--- src/rtl/dpram_arb_pkg.sv ---
// Shared defaults and index helper for the dual-port RAM access arbiter.
package dpram_arb_pkg;

  localparam int DPRAM_DW   = 8;
  localparam int DPRAM_AW   = 6;
  localparam int DPRAM_NREQ = 4;
  localparam int DPRAM_IDW  = $clog2(DPRAM_NREQ);

  function automatic int unsigned idx_inc(input int unsigned idx, input int unsigned n);
    return (idx + 1 >= n) ? 0 : idx + 1;
  endfunction

endpackage

--- src/rtl/dpram_rr_pick.sv ---
// Round-robin search: first set bit of valid_i starting at start_i, wrapping modulo N.
module dpram_rr_pick #(
  parameter int N  = 4,
  parameter int IW = 2
) (
  input  logic [N-1:0]  valid_i,
  input  logic [IW-1:0] start_i,
  output logic          found_o,
  output logic [IW-1:0] idx_o
);

  int unsigned pos;

  always_comb begin
    found_o = 1'b0;
    idx_o   = '0;
    pos     = 0;
    for (int k = 0; k < N; k++) begin
      pos = (32'(start_i) + 32'(k)) % 32'(N);
      if (!found_o && valid_i[IW'(pos)]) begin
        found_o = 1'b1;
        idx_o   = IW'(pos);
      end
    end
  end

endmodule

--- src/rtl/dpram_access_arbiter.sv ---
// Two-port round-robin arbiter in front of a dual-port synchronous RAM.
// Optional macro DPRAM_ARB_COLLISION_EN withholds port B on same-address write hazards.
module dpram_access_arbiter
  import dpram_arb_pkg::*;
#(
  parameter int DW   = DPRAM_DW,
  parameter int AW   = DPRAM_AW,
  parameter int NREQ = DPRAM_NREQ
) (
  input  logic               clk,
  input  logic               rst_n,
  input  logic [NREQ-1:0]    req_valid,
  output logic [NREQ-1:0]    req_ready,
  input  logic [NREQ-1:0]    req_we,
  input  logic [NREQ*AW-1:0] req_addr,
  input  logic [NREQ*DW-1:0] req_wdata,
  output logic [NREQ-1:0]    rsp_valid,
  output logic [NREQ*DW-1:0] rsp_rdata,
  output logic [AW-1:0]      addr_a,
  output logic [AW-1:0]      addr_b,
  output logic [DW-1:0]      data_in_a,
  output logic [DW-1:0]      data_in_b,
  output logic               wr_a,
  output logic               wr_b,
  input  logic [DW-1:0]      data_out_a,
  input  logic [DW-1:0]      data_out_b
);

  localparam int IDW = $clog2(NREQ);

  logic [IDW-1:0]    rr_q, rr_d;
  logic              a_found, b_found, b_ok;
  logic [IDW-1:0]    a_idx, b_idx;
  logic [NREQ-1:0]   b_cand;
  logic [AW-1:0]     a_addr, b_addr;
  logic              a_we, b_we;
  logic              vld_a_q, vld_b_q, vld_a_d, vld_b_d;
  logic [IDW-1:0]    id_a_q, id_b_q;
  logic [NREQ*DW-1:0] rdata_q, rdata_d;

  dpram_rr_pick #(.N(NREQ), .IW(IDW)) u_pick_a (
    .valid_i (req_valid),
    .start_i (rr_q),
    .found_o (a_found),
    .idx_o   (a_idx)
  );

  // B continues the same search with A removed, so it is the next valid after A.
  always_comb begin
    b_cand = req_valid;
    if (a_found) b_cand[a_idx] = 1'b0;
  end

  dpram_rr_pick #(.N(NREQ), .IW(IDW)) u_pick_b (
    .valid_i (b_cand),
    .start_i (rr_q),
    .found_o (b_found),
    .idx_o   (b_idx)
  );

  assign a_addr = req_addr[int'(a_idx)*AW +: AW];
  assign b_addr = req_addr[int'(b_idx)*AW +: AW];
  assign a_we   = req_we[a_idx];
  assign b_we   = req_we[b_idx];

`ifdef DPRAM_ARB_COLLISION_EN
  assign b_ok = b_found && !((a_addr == b_addr) && (a_we || b_we));
`else
  assign b_ok = b_found;
`endif

  // Outputs are forced idle while reset is asserted, independent of the clock.
  always_comb begin
    req_ready = '0;
    addr_a    = '0;
    addr_b    = '0;
    data_in_a = '0;
    data_in_b = '0;
    wr_a      = 1'b0;
    wr_b      = 1'b0;
    if (rst_n && a_found) begin
      req_ready[a_idx] = 1'b1;
      addr_a           = a_addr;
      data_in_a        = req_wdata[int'(a_idx)*DW +: DW];
      wr_a             = a_we;
    end
    if (rst_n && b_ok) begin
      req_ready[b_idx] = 1'b1;
      addr_b           = b_addr;
      data_in_b        = req_wdata[int'(b_idx)*DW +: DW];
      wr_b             = b_we;
    end
  end

  always_comb begin
    rr_d = rr_q;
    if (b_ok)         rr_d = IDW'(idx_inc(32'(b_idx), NREQ));
    else if (a_found) rr_d = IDW'(idx_inc(32'(a_idx), NREQ));
  end

  assign vld_a_d = a_found && !a_we;
  assign vld_b_d = b_ok && !b_we;

  always_ff @(posedge clk or negedge rst_n) begin
    if (!rst_n) begin
      rr_q    <= '0;
      vld_a_q <= 1'b0;
      vld_b_q <= 1'b0;
      id_a_q  <= '0;
      id_b_q  <= '0;
    end else begin
      rr_q    <= rr_d;
      vld_a_q <= vld_a_d;
      vld_b_q <= vld_b_d;
      id_a_q  <= a_idx;
      id_b_q  <= b_idx;
    end
  end

  // RAM data is routed straight through in the response cycle and captured for holding.
  always_comb begin
    rsp_valid = '0;
    rdata_d   = rdata_q;
    for (int i = 0; i < NREQ; i++) begin
      if (vld_a_q && (int'(id_a_q) == i)) begin
        rsp_valid[i]         = 1'b1;
        rdata_d[i*DW +: DW]  = data_out_a;
      end
      if (vld_b_q && (int'(id_b_q) == i)) begin
        rsp_valid[i]         = 1'b1;
        rdata_d[i*DW +: DW]  = data_out_b;
      end
    end
  end

  assign rsp_rdata = rdata_d;

  always_ff @(posedge clk or negedge rst_n) begin
    if (!rst_n) rdata_q <= '0;
    else        rdata_q <= rdata_d;
  end

endmodule
--- config.mk ---
export PLATFORM = sky130hd
export DESIGN_NAME = dpram_access_arbiter
export DESIGN_NICKNAME = d
export VERILOG_FILES = /design/src/rtl/dpram_arb_pkg.sv /design/src/rtl/dpram_rr_pick.sv /design/src/rtl/dpram_access_arbiter.sv
export SDC_FILE = /design/constraint.sdc
export NUM_CORES = 1
export LEC_CHECK = 0
export BUFFER_PORTS_ARGS = -buffer_cell sky130_fd_sc_hd__buf_2
export CORE_MARGIN = 1.5
export CORE_UTILIZATION = 47
export DETAILED_ROUTE_END_ITERATION = 8
export HOLD_SLACK_MARGIN = 0.06
export PLACE_DENSITY = 0.81
export SYNTH_ARGS = -nofsm -noshare
export SYNTH_HDL_FRONTEND = slang
export SYNTH_HIERARCHICAL = 1
export SYNTH_SLANG_ARGS = --single-unit
export TNS_END_PERCENT = 20
--- constraint.sdc ---
create_clock -name clk -period 5.7 [get_ports clk]
set_input_delay 0.57 -clock clk [delete_from_list [all_inputs] [get_ports clk]]
set_output_delay 0.57 -clock clk [all_outputs]
set_load 0.03 [all_outputs]
### Word level (Yosys, flattened, before mapping)

Cells that the tools add are included.

* logic and storage cells: 136
* bits of input ports: 82
* flip-flop bits (word level): 40

* reduce and logical (&&, ||, !) cells: 31
* $add $sub $neg: 5
* order comparisons: 10
* eq/ne operators: 6
* multipliers: 2
* shift operators: 4
* mux-type cells: 69
* bitwise operators: 3

Operator list (count)
* 8-bit 2-to-1 mux: 10
* 32-bit by 6-bit indexed part select with 8-bit output: 2
* 24-bit by 6-bit indexed part select with 6-bit output: 2
* 1-bit 2-to-1 mux: 30
* 2-bit 2-to-1 mux: 12
* 1-bit binary-select mux with 2-bit select: 10
* 1-bit logical AND: 20
* 2-bit by 3-bit < comparator with 1-bit output, second input constant: 6
* 4-bit 2-to-1 mux: 3
* 6-bit 2-to-1 mux: 2
* 2-bit == test, second input constant: 4
* 1-bit zero test: 8
* 2-bit by 2-bit multiplier with 4-bit output, second input constant: 2
* 2-bit by 1-bit adder with 3-bit output, second input constant: 2
* 3-bit >= comparator, second input constant: 2
* 2-bit adder, second input constant: 2
* 4-bit AND: 1
* 1-bit demux with 2-bit select: 2
* 2-bit by 1-bit == test with 1-bit output, second input constant: 2
* 2-bit by 1-bit >= comparator with 1-bit output, second input constant: 2
* 2-bit zero test: 2
* 4-bit inverter: 1
* 4-bit OR: 1
* 2-bit by 1-bit adder with 2-bit output, second input constant: 1
* 2-bit nonzero test: 1

### Depth between registers and ports, before layout

Gate-level depths: netlist (run 1).

* depth after elaboration: 37
* depth in mapped cells: 17

### Modules after synthesis

The synthesis (run 1) kept the hierarchy.

By module, submodules not included
* dpram_access_arbiter: area an instance 3009.1 um^2, instances 1, cells each 307
* dpram_rr_pick: area an instance 77.6 um^2, instances 2, cells each 15

### Worst setup path before layout (run 1)

OpenSTA, ideal clock, no wires.

* kind: input to output
* from: input port req_valid[0]
* to: output port addr_b[3]
* data required time: 5130 ps
* data arrival time: 3804 ps
* setup slack: 1326 ps
* cell stages on the path: 15
* path through: a21oi_1 o21ai_0 a21oi_1 clkbuf_1 buf_2 inv_1 ha_1 a21boi_0 inv_1 a221o_1 a21oi_1 buf_6 buf_12 mux4_2 and3_1

* cells in the longest elaborated chain, start to end: 34
* elaborated cells on any way between the ends: 56
* classes of those cells: 1 x mul; 2 x order compare; 1 x shift; 36 x mux; 2 x bitwise; 14 x reduce/logical

Ends and longest elaborated chain
* from (decl): line dpram_access_arbiter.sv:12 `input logic [NREQ-1:0] req_valid,`
* 1-bit binary-select mux with 2-bit select: line dpram_rr_pick.sv:20 `if (!found_o && valid_i[IW'(pos)]) begin`
* 1-bit 2-to-1 mux (not written as such): line dpram_rr_pick.sv:20
* 1-bit 2-to-1 mux: line dpram_rr_pick.sv:20
* 1-bit zero test: line dpram_rr_pick.sv:20
* 1-bit logical AND: line dpram_rr_pick.sv:20
* 1-bit 2-to-1 mux: line dpram_rr_pick.sv:20
* 1-bit zero test: line dpram_rr_pick.sv:20
* 1-bit logical AND: line dpram_rr_pick.sv:20
* [... 4 more ...]
* net a_idx[1]: line dpram_access_arbiter.sv:33 `logic [IDW-1:0] a_idx, b_idx;`
* [... 7 more ...]
* net b_cand[1]: line dpram_access_arbiter.sv:34 `logic [NREQ-1:0] b_cand;`
* [... 8 more ...]
* 1-bit 2-to-1 mux: line dpram_rr_pick.sv:20
* 1-bit zero test: line dpram_rr_pick.sv:20
* 1-bit logical AND: line dpram_rr_pick.sv:20
* 2-bit 2-to-1 mux (*): line dpram_rr_pick.sv:20
* net b_idx[0]: line dpram_access_arbiter.sv:33
* 2-bit by 2-bit multiplier with 4-bit output (*): line dpram_access_arbiter.sv:62 `assign b_addr = req_addr[int'(b_idx)*AW +: AW];`
* 24-bit by 6-bit indexed part select with 6-bit output (*): line dpram_access_arbiter.sv:62
* 6-bit 2-to-1 mux (*): line dpram_access_arbiter.sv:87 `if (rst_n && b_ok) begin`
* to (decl): line dpram_access_arbiter.sv:20 `output logic [AW-1:0] addr_b,`

Mark *: on every way through the listed nets, which the timed path passes. The rest lies on a longest branch. The select of a mux whose other input is x is not followed.

### Worst setup path after layout (run 1)

* from: register rr_q[0]
* to: output port req_ready[0]

* cells in the longest elaborated chain, start to end: 37
* elaborated cells on any way between the ends: 65
* classes of those cells: 3 x add/sub; 4 x order compare; 39 x mux; 3 x bitwise; 16 x reduce/logical

Ends and longest elaborated chain
* from (decl): line dpram_access_arbiter.sv:31 `logic [IDW-1:0] rr_q, rr_d;`
* from (signal assigned): line dpram_access_arbiter.sv:112 `rr_q <= rr_d;`
* branches (longest 11 deep; another with 2-bit by 1-bit adder with 2-bit output)
* 2-bit 2-to-1 mux (*): line dpram_rr_pick.sv:20
* net a_idx[0]: line dpram_access_arbiter.sv:33
* 2-bit by 3-bit < comparator with 1-bit output (not written as such) or 2-bit by 1-bit >= comparator with 1-bit output (tied branches): line dpram_access_arbiter.sv:51 `if (a_found) b_cand[a_idx] = 1'b0;`
* 1-bit logical AND (not written as such): line dpram_access_arbiter.sv:51
* 1-bit 2-to-1 mux (not written as such): line dpram_access_arbiter.sv:51
* 1-bit demux with 2-bit select (*): line dpram_access_arbiter.sv:51
* 4-bit inverter (no line) (*)
* [... 2 more ...]
* net b_cand[2]: line dpram_access_arbiter.sv:34
* [... 11 more ...]
* 2-bit 2-to-1 mux (*): line dpram_rr_pick.sv:20
* net b_idx[1]: line dpram_access_arbiter.sv:33
* 2-bit by 3-bit < comparator with 1-bit output (not written as such) or 2-bit by 1-bit >= comparator with 1-bit output (tied branches): line dpram_access_arbiter.sv:88 `req_ready[b_idx] = 1'b1;`
* 1-bit logical AND (not written as such): line dpram_access_arbiter.sv:88
* 1-bit 2-to-1 mux (not written as such): line dpram_access_arbiter.sv:88
* 1-bit demux with 2-bit select (*): line dpram_access_arbiter.sv:88
* 4-bit OR (no line) (*)
* 4-bit 2-to-1 mux (*): line dpram_access_arbiter.sv:87
* to (decl): line dpram_access_arbiter.sv:13 `output logic [NREQ-1:0] req_ready,`

Mark *: on every way through the listed nets, which the timed path passes. The select of a mux whose other input is x is not followed.

==> results of run 1 <==
==> cell usage after synthesis, types with 8 or more instances <==
cell | n | area (sq um)
a21oi_1 | 8 | 40.04
a31oi_1 | 32 | 200.2
and3_1 | 31 | 193.9
buf_2 | 10 | 50.05
clkbuf_1 | 14 | 52.55
dfrtp_1 | 40 | 1001
ha_1 | 8 | 100.1
inv_1 | 12 | 45.04
mux4_1 | 14 | 367.9
mux4_2 | 16 | 360.4
nand2_1 | 71 | 266.5
nor2_1 | 36 | 135.1
==> cell families (layout without fill, tap and decap cells) <==
| family | count (synthesis) | in the layout |
|---|---|---|
| multiplexers | 32 | 32 |
| flip-flops | 40 | 40 |
| buffers and inverters | 42 | 178 |
| adder cells (fa/ha/maj) | 8 | 8 |
| AO/OA/AOI/OAI | 55 | 55 |
| AND/OR/NAND/NOR | 160 | 160 |
| other | 0 | 1 |
==> routing by layer <==
layer	track usage (%)	share of wire (%)	routed length, microns	vias to the layer above
met5	0	0	0	-
met4	11.03	2.5	240	0
met3	6.031	8.6	829	16
met2	46.25	50	4825	158
met1	32.55	39	3705	1559
li1	-	-	-	1505
==> flip-flops by register name, indices dropped and copies added, names as in the netlist <==
register,count
vld_a_q,1
vld_b_q,1
id_a_q,2
id_b_q,2
rr_q,2
rdata_q,32
==> critical path: cells and delay by family (launching register included) <==
family          cells  cell delay (ps)
simple gates        1               90
compound gates      6             2160
fa+ha+maj           2              480
flops               1              500
buf+inv             4              550
==> where the power goes <==
part           switching (uW)  internal (uW)
clock                     103            130
sequential               78.3            435
combinational            1210            634
==> final cells by class <==
class	count	share of cell area, %
multi-input combinational	255	48.80
sequential	40	24.91
timing repair buffer	156	19.74
tap	77	2.398
clock buffer	5	1.713
inverter	14	1.308
clock inverter	3	1.059
antenna	1	0.06229
==> metrics by stage <==
step           utilization (%)  hold WS (ps)
2_1_floorplan                -         274.4
3_3_place_gp             60.78         518.0
3_5_place_dp             60.78         529.1
4_1_cts                  62.52         300.7
5_1_grt                  62.56         323.4
6_report                 62.56         302.7
==> path summary, 6_finish.rpt <==
kind,endpoint,slack (ps),depth (start not counted)
max in group asynchronous,id_a_q[0]$_DFF_PN0_,4560,2
setup / recovery,req_ready[0],1050,13
min in group clk,rdata_q[22]$_DFF_PN0_,540,2
hold / removal,rdata_q[5]$_DFF_PN0_,300,1
setup reg to reg,rr_q[1]$_DFFE_PN0P_,1910,12
hold reg to reg,rdata_q[22]$_DFF_PN0_,540,2
==> metrics, run 1 <==
status finished, violations left; failing checks design-rule violations; Final Power 2586 uW; gr ovfl total 0; CTS Root Cell clkbuf_8; post-detailed-route count of antenna-violating nets 0; launch point of the worst path rr_q[0]$_DFFE_PN0P_; Seq cells post-synth 40; IO Port Bufs 151; multi-input logic area 1961 sq um; Setup Total Neg Slack 0 ps; worst r2r src rr_q[0]$_DFFE_PN0P_; synth warn 6; post-CTS setup buffers 0; Syn-to-layout area delta 26.97%; Syn Area/Cell 9.390 sq um; pin count of the biggest net entering global routing 47; Iter 0 DRT Violations 145; area fraction in compound gates after synthesis 11.07%; die area 7234 sq um; Initial Util 49.27%; post-synthesis sequential area ratio 31.63%; Worst-Skew Late Latency 300 ps; Critical Path Slowest Stage Cell a21oi_2; Routability Congestion 0.8750; Synth async-reset ratio 100.0%; crit start category flip-flop; CTS tree done; core area 6422 sq um; Clock Pin Slew Worst Setup and Hold Paths 70 ps; # rows 29; Syn Nets 427; Final setup viols 0; Mapped Cells 337; Post-Synth XOR/XNOR Area 0%; LEAKAGE 0.002118 uW; via count 3238; Initial DRT Pass Iterations 7; Worst Hold Class in -> async; Synth Flop Type dfrtp_1; final hold vios 0; unique cell type count in the Yosys netlist 29; crit path cell chain inv_2 -> a221o_1 -> a21oi_2 -> inv_1 -> ha_1 -> a21boi_0 -> o21ai_0 -> a21oi_2 -> inv_1 -> ha_1 -> a22oi_1 -> nor2b_1 -> buf_2; commonest non-fill, non-tap cell in the layout buf_2; slowest stage delay, CP 780 ps; FILL cells 560; Slew headroom 33.77%; EDFF count, synth 0; I/O pin count 152; CP Class reg -> out; Post-Place Worst Slack 1090 ps; Final Max Tran Viols 0; main combinational cell family by area after synthesis multiplexers; vias in the first global route 3072; Max Cap Viol 0; commonest cells after routing, fill and taps aside buf_2 (151), nand2_1 (71), dfrtp_1 (40); antenna violations before repair 1; vias per cell 5.877; Power Density 643.8 nW/um^2; fin crit period 4652 ps; crit share post-route 81.62%; CTS Buf Count 5; worst clock skew 10.68 ps; dpl cells 542; Seq. cell area 1001 sq um; crit path DAT 4080 ps; worst IR drop on VDD 0.0003241 V; Synth Area in Adders 3.163%; Total GRT Usage 26.84%; setup ws final 1048 ps; dpl cell area 3904 sq um; cell area after synthesis 3164 sq um; WL/cell 17.42 microns; final routed DRC violation total 10; Slew @ Worst Pin 993.4 ps; layout cells sized above 1 39.75%; CP Data Required Time 5130 ps; Synth Area in Simple Gates 23.61%; DP HPWL 7.212 mm; Layout Nets 562; first-pass GRT wire length 15.23 mm; Gates resized, CTS repair 0; Max Fanout on Critical Path 19; RSZ-0062 raised after global routing false; hold buffers post-CTS 0; Finished Cell Area 4018 sq um; Max clock buf depth 2; FMAX 214.9 MHz; Die Span Y 85.05 microns; # clock sinks 40; Final Non-Filler Cells 551; post-synthesis mux area share 23.65%; crit path capture type output port; Die Wd 85.05 microns; number of H-tree levels 2; WL final 9.601 mm
Power figures use the tool's default switching activity.
==> inputs of run 2 (changes only) <==
--- a/config.mk
+++ b/config.mk
@@ -7,10 +7,10 @@
 export LEC_CHECK = 0
 export BUFFER_PORTS_ARGS = -buffer_cell sky130_fd_sc_hd__buf_2
 export CORE_MARGIN = 1.5
-export CORE_UTILIZATION = 47
+export CORE_UTILIZATION = 43
 export DETAILED_ROUTE_END_ITERATION = 8
 export HOLD_SLACK_MARGIN = 0.06
-export PLACE_DENSITY = 0.81
+export PLACE_DENSITY = 0.78
 export SYNTH_ARGS = -nofsm -noshare
 export SYNTH_HDL_FRONTEND = slang
 export SYNTH_HIERARCHICAL = 1
==> constraint.sdc (replaced) <==
create_clock -name clk -period 4.2 [get_ports clk]
set_input_delay 0.42 -clock clk [delete_from_list [all_inputs] [get_ports clk]]
set_output_delay 0.42 -clock clk [all_outputs]
set_load 0.03 [all_outputs]
==> metrics, run 2 (synthesized netlist as in run 1, its figures left out) <==
WL/cell 17.26 microns (-0.96%); top layer in use met4; M1 WL 3.798 mm (+2.5%); CP Class reg -> out; IO Port Bufs 151 (unchanged); number of H-tree levels 2 (unchanged); gr ovfl total 0 (unchanged); Total GRT Usage 24.63% (-2.2 points); crit path DAT 3630 ps (-450 ps); largest reg by FF count rdata_q; layout cells sized above 1 40.34% (+0.59 points); WL final 9.923 mm (+3.4%); Worst-Skew Late Latency 300 ps (about the same); fin util 57.47% (-5.1 points); Max clock buf depth 2 (unchanged); Max Cap Viol 0 (unchanged); Clock Pin Slew Worst Setup and Hold Paths 80 ps (about the same); met3 wire len 893 microns (+7.7%); Slew headroom 57.69% (+24 points); Power Density 892.1 nW/um^2 (+39%); Initial DRT Pass Iterations 4 (-3); vias in the first global route 3080 (+0.26%); final hold vios 0 (unchanged); Largest register FFs 32 (unchanged); vias per cell 5.701 (-3.0%); status completed; CTS tree done; crit share post-route 96.37%; Final Power 3679 uW (+42%); Detail Route met2 WL 4.984 mm (+3.3%); via count 3278 (+1.2%); CTS Root Cell clkbuf_8; Slew @ Worst Pin 634.6 ps (-358.9 ps); DP HPWL 7.335 mm (+1.7%); LEAKAGE 0.002162 uW (+2.1%); # clock sinks 40 (unchanged); worst clock skew 10.88 ps (+0.1990 ps); I/O pin count 152 (unchanged); final routed DRC violation total 0 (-10); worst IR drop on VDD 0.0003360 V (+3.7%); FMAX 247.1 MHz; Max Fanout on Critical Path 18 (-1); commonest non-fill, non-tap cell in the layout buf_2; Die Wd 88.79 microns (+4.4%); Layout Nets 565 (+0.53%); Worst Hold Class in -> async; ANT cells 0 (-1); first-pass GRT wire length 14.73 mm (-3.3%); Routability Congestion 0.8791 (+0.47%); crit start category flip-flop; Initial Util 44.10% (-5.2 points); R2R cell count 11 (-1); tightest hold margin 140.9 ps (-161.8 ps); commonest cells after routing, fill and taps aside buf_2 (151), nand2_1 (71), dfrtp_1 (40); Iter 0 DRT Violations 116 (-20%); post-detailed-route count of antenna-violating nets 0 (unchanged); Final setup viols 0 (unchanged); crit path capture type output port; Syn-to-layout area delta 30.33%; core area 7176 sq um (+12%); # rows 31 (+6.9%); Die Span Y 88.79 microns (+4.4%); CTS Buf Count 5 (unchanged); CP Data Required Time 3780 ps (-1350 ps); hold buffers post-CTS 0 (unchanged); Final Max Tran Viols 0 (unchanged); die area 7883 sq um (+9.0%); pin count of the biggest net entering global routing 44 (-6.4%); antenna violations before repair 0 (-1); fin crit period 4047 ps
run 2: final cells by class:
type,instances,area (sq um)
Inverter,14,52.55
Clock buffer,5,68.82
Tap cell,99,123.9
Clock inverter,3,90.09
Timing Repair Buffer,159,823.3
Sequential cell,40,1001
Fill cell,648,3052
Multi-Input combinational cell,255,1964
run 2: final timing paths:
path | from | end | slack (ps)
worst max-delay path | rr_q[1]$_DFFE_PN0P_ | wr_b | 150
min in group clk | data_out_b[1] | rdata_q[17]$_DFF_PN0_ | 450
worst min register to register | rdata_q[30]$_DFF_PN0_ | rdata_q[30]$_DFF_PN0_ | 530
max in group asynchronous | rst_n | rdata_q[3]$_DFF_PN0_ | 3180
worst min-delay path | rst_n | id_a_q[0]$_DFF_PN0_ | 140
worst max register to register | rr_q[1]$_DFFE_PN0P_ | vld_b_q$_DFF_PN0_ | 1020
run 2: what timing repair did:
item	CTS	global route
gates resized for setup	0	7
hold endpoints to repair	0	0
endpoints found under the setup margin	0	19
buffers inserted	0	0
run 2: report_power, final:
part	switching, uW	internal (uW)	total, uW
combinational	1660	886	2550
sequential	103	590	693
clock	138	297	435
run 2: through the flow:
stage	std cells	TNS (ps)	cell area [sq um]	worst slack [ps]
2_1_floorplan	337	0	3164	104.3
3_3_place_gp	567	0	3954	433.1
3_5_place_dp	567	0	3954	280.7
4_1_cts	575	0	4113	12.06
5_1_grt	575	-5.411	4124	-5.411
6_report	575	0	4124	152.7
run 2: layer usage:
metal  global-route usage [%]  vias to the layer above
li1                         -                     1505
met1                    28.28                     1566
met2                    44.49                      187
met3                    5.784                       20
met4                    9.091                        0
met5                        0                        -
run 2: critical path, cell delays in order (launching register included):
cell      delay [ps]
dfrtp_1          480
a21oi_1          180
o21ai_0          120
a21oi_2          180
buf_4            290
ha_1             250
a21boi_1         110
a221o_1          360
a21oi_2          180
buf_8            210
mux4_1           590
and3_1           200
buf_2            170
==> inputs of run 3 (changes only) <==
--- a/config.mk
+++ b/config.mk
@@ -7,10 +7,11 @@
 export LEC_CHECK = 0
 export BUFFER_PORTS_ARGS = -buffer_cell sky130_fd_sc_hd__buf_2
 export CORE_MARGIN = 1.5
-export CORE_UTILIZATION = 43
+export CORE_UTILIZATION = 44
+export CTS_BUF_LIST = sky130_fd_sc_hd__clkbuf_2
 export DETAILED_ROUTE_END_ITERATION = 8
 export HOLD_SLACK_MARGIN = 0.06
-export PLACE_DENSITY = 0.78
+export PLACE_DENSITY = 0.8
 export SYNTH_ARGS = -nofsm -noshare
 export SYNTH_HDL_FRONTEND = slang
 export SYNTH_HIERARCHICAL = 1
==> metrics, run 3 (synthesized netlist as in run 1, its figures left out) <==
CP Data Required Time 3780 ps (about the same); Clock Pin Slew Worst Setup and Hold Paths 200 ps (+120 ps); multi-input logic area 1993 sq um (+1.5%); via count 3305 (+0.82%); CTS Buf Count 5 (unchanged); WL final 9.933 mm (+0.10%); IO Port Bufs 151 (unchanged); Final Non-Filler Cells 578 (+0.52%); Max Cap Viol 0 (unchanged); status completed; Final Power 3531 uW (-4.0%); fin crit period 4053 ps (+5.990 ps); crit path capture type output port; WHS Endpoint rdata_q[7]$_DFF_PN0_; antenna violations before repair 0 (unchanged); Routability Congestion 0.8912 (+1.4%); # clock sinks 40 (unchanged); worst IR drop on VDD 0.0003790 V (+13%); setup slack, reg-to-reg 1040 ps (+20 ps); I/O pin count 152 (unchanged); post-detailed-route count of antenna-violating nets 0 (unchanged); pin count of the biggest net entering global routing 48 (+9.1%); Layout Nets 571 (+1.1%); R2R cell count 15 (+4); crit path DAT 3630 ps (about the same); Iter 0 DRT Violations 138 (+19%); DP HPWL 7.104 mm (-3.1%); HP Start data_out_a[7]; final routed DRC violation total 0 (unchanged); Finished Cell Area 4120 sq um (about the same); Seq. cell area 1003 sq um (+0.25%); largest reg by FF count rdata_q; gr ovfl total 0 (unchanged); die area 7710 sq um (-2.2%); Power Density 856.9 nW/um^2 (-3.9%); CTS Root Cell clkbuf_2; commonest cells after routing, fill and taps aside buf_2 (151), nand2_1 (71), dfrtp_1 (38); Max Fanout on Critical Path 18 (unchanged); LEAKAGE 0.002153 uW (-0.39%); Final Max Tran Viols 0 (unchanged); Die Wd 87.81 microns (-1.1%); layout cells sized above 1 41.49% (+1.2 points); Total GRT Usage 25.37% (+0.73 points); CTS tree done; ANT cells 0 (unchanged); Final setup viols 0 (unchanged); FILL cells 605 (-6.6%); vias in the first global route 3113 (+1.1%); Die Span Y 87.81 microns (-1.1%); Worst Hold Class in -> reg; first-pass GRT wire length 15.07 mm (+2.3%); Max clock buf depth 2 (unchanged); Initial DRT Pass Iterations 5 (+1); Initial Util 46.07% (+2.0 points); fin util 59.98% (+2.5 points); Slew headroom 50.23% (-7.5 points); crit share post-route 96.51% (+0.14 points); final hold vios 0 (unchanged); Reg-to-Reg End rr_q[1]$_DFFE_PN0P_; Syn-to-layout area delta 30.21% (about the same); dpl cell area 3943 sq um (-0.28%); Slew @ Worst Pin 746.5 ps (+112.0 ps); crit start category flip-flop; worst clock skew 13.00 ps (+2.117 ps); commonest non-fill, non-tap cell in the layout buf_2; core area 6869 sq um (-4.3%); Worst-Skew Late Latency 400 ps (+100 ps); Worst Hold Depth 3; FMAX 246.7 MHz (-0.15%); WL/cell 17.19 microns (-0.42%); vias per cell 5.718 (+0.30%); number of H-tree levels 2 (unchanged); tightest hold margin 309.8 ps (+168.9 ps); dpl cells 563 (-0.71%); Largest register FFs 32 (unchanged); # rows 30 (-3.2%); CP Class reg -> out; worst r2r src rr_q[0]$_DFFE_PN0P_
## run 3: changes by cell type in the layout (fill, tap and decap cells not counted), sizes merged
cell,delta
clkbuf,+2
bufinv,-3
dlygate4sd3,+1
clkinvlp,+1
buf,+4
clkinv,+1
## run 3: how the worst max path moves through the flow
stage                             start            to  slack [ps]  cells after the start
CTS                 rr_q[1]$_DFFE_PN0P_          wr_b          20                     13
finish              rr_q[0]$_DFFE_PN0P_          wr_b         150                     12
detailed placement         req_valid[1]          wr_b         110                     12
global route        rr_q[0]$_DFFE_PN0P_  req_ready[0]         -60                     16
global placement           req_valid[1]          wr_b         290                     12
floorplan           rr_q[1]$_DFFE_PN0P_     addr_b[3]         100                     15
## run 3: where the power goes
group / leakage [uW] / switching, uW / internal [uW] / total (uW)
registers: 0.000466 / 101 / 589 / 689
logic: 0.00166 / 1710 / 968 / 2680
clock network: 0.0000266 / 124 / 41.6 / 165
## run 3: area by class of cell
cell class / count / area share [%]
clock buffer: 6 / 0.7288
clock inverter: 2 / 0.2733
inverter: 14 / 1.275
multi-input combinational: 255 / 48.38
sequential: 40 / 24.35
tap: 96 / 2.915
timing repair buffer: 165 / 22.08
## run 3: what timing repair did
action | in CTS | in global routing
cloned | 0 | 1
buffers inserted | 2 | 3
hold buffers | 1 | 0
setup endpoints to repair | 19 | 19
pin swaps | 1 | 3
endpoints found under the hold margin | 11 | 0
resized for setup | 5 | 11
## run 3: worst max-delay path, stage by stage, from the launching register on
cell and delay, ps:
dfrtp_2 500, nand2b_1 190, a21oi_1 190, a21oi_2 60
buf_6 180, ha_1 240, a21boi_1 250, o221ai_1 230
a21oi_4 270, buf_12 170, mux4_1 560, and3_1 200
buf_2 170
## run 3: per-stage QoR
step           setup TNS (ps)  worst slack [ps]
6_report                    0             146.7
5_1_grt                -204.6            -56.57
4_1_cts                     0             24.71
3_5_place_dp                0             114.2
3_3_place_gp                0             293.4
2_1_floorplan               0             104.3
## run 3: metal layers
metal  routed length, microns  global-route usage [%]
met4                      151                   6.638
met1                     3907                   30.44
met3                      871                   4.995
met2                     5002                   46.29
met5                        0                       0
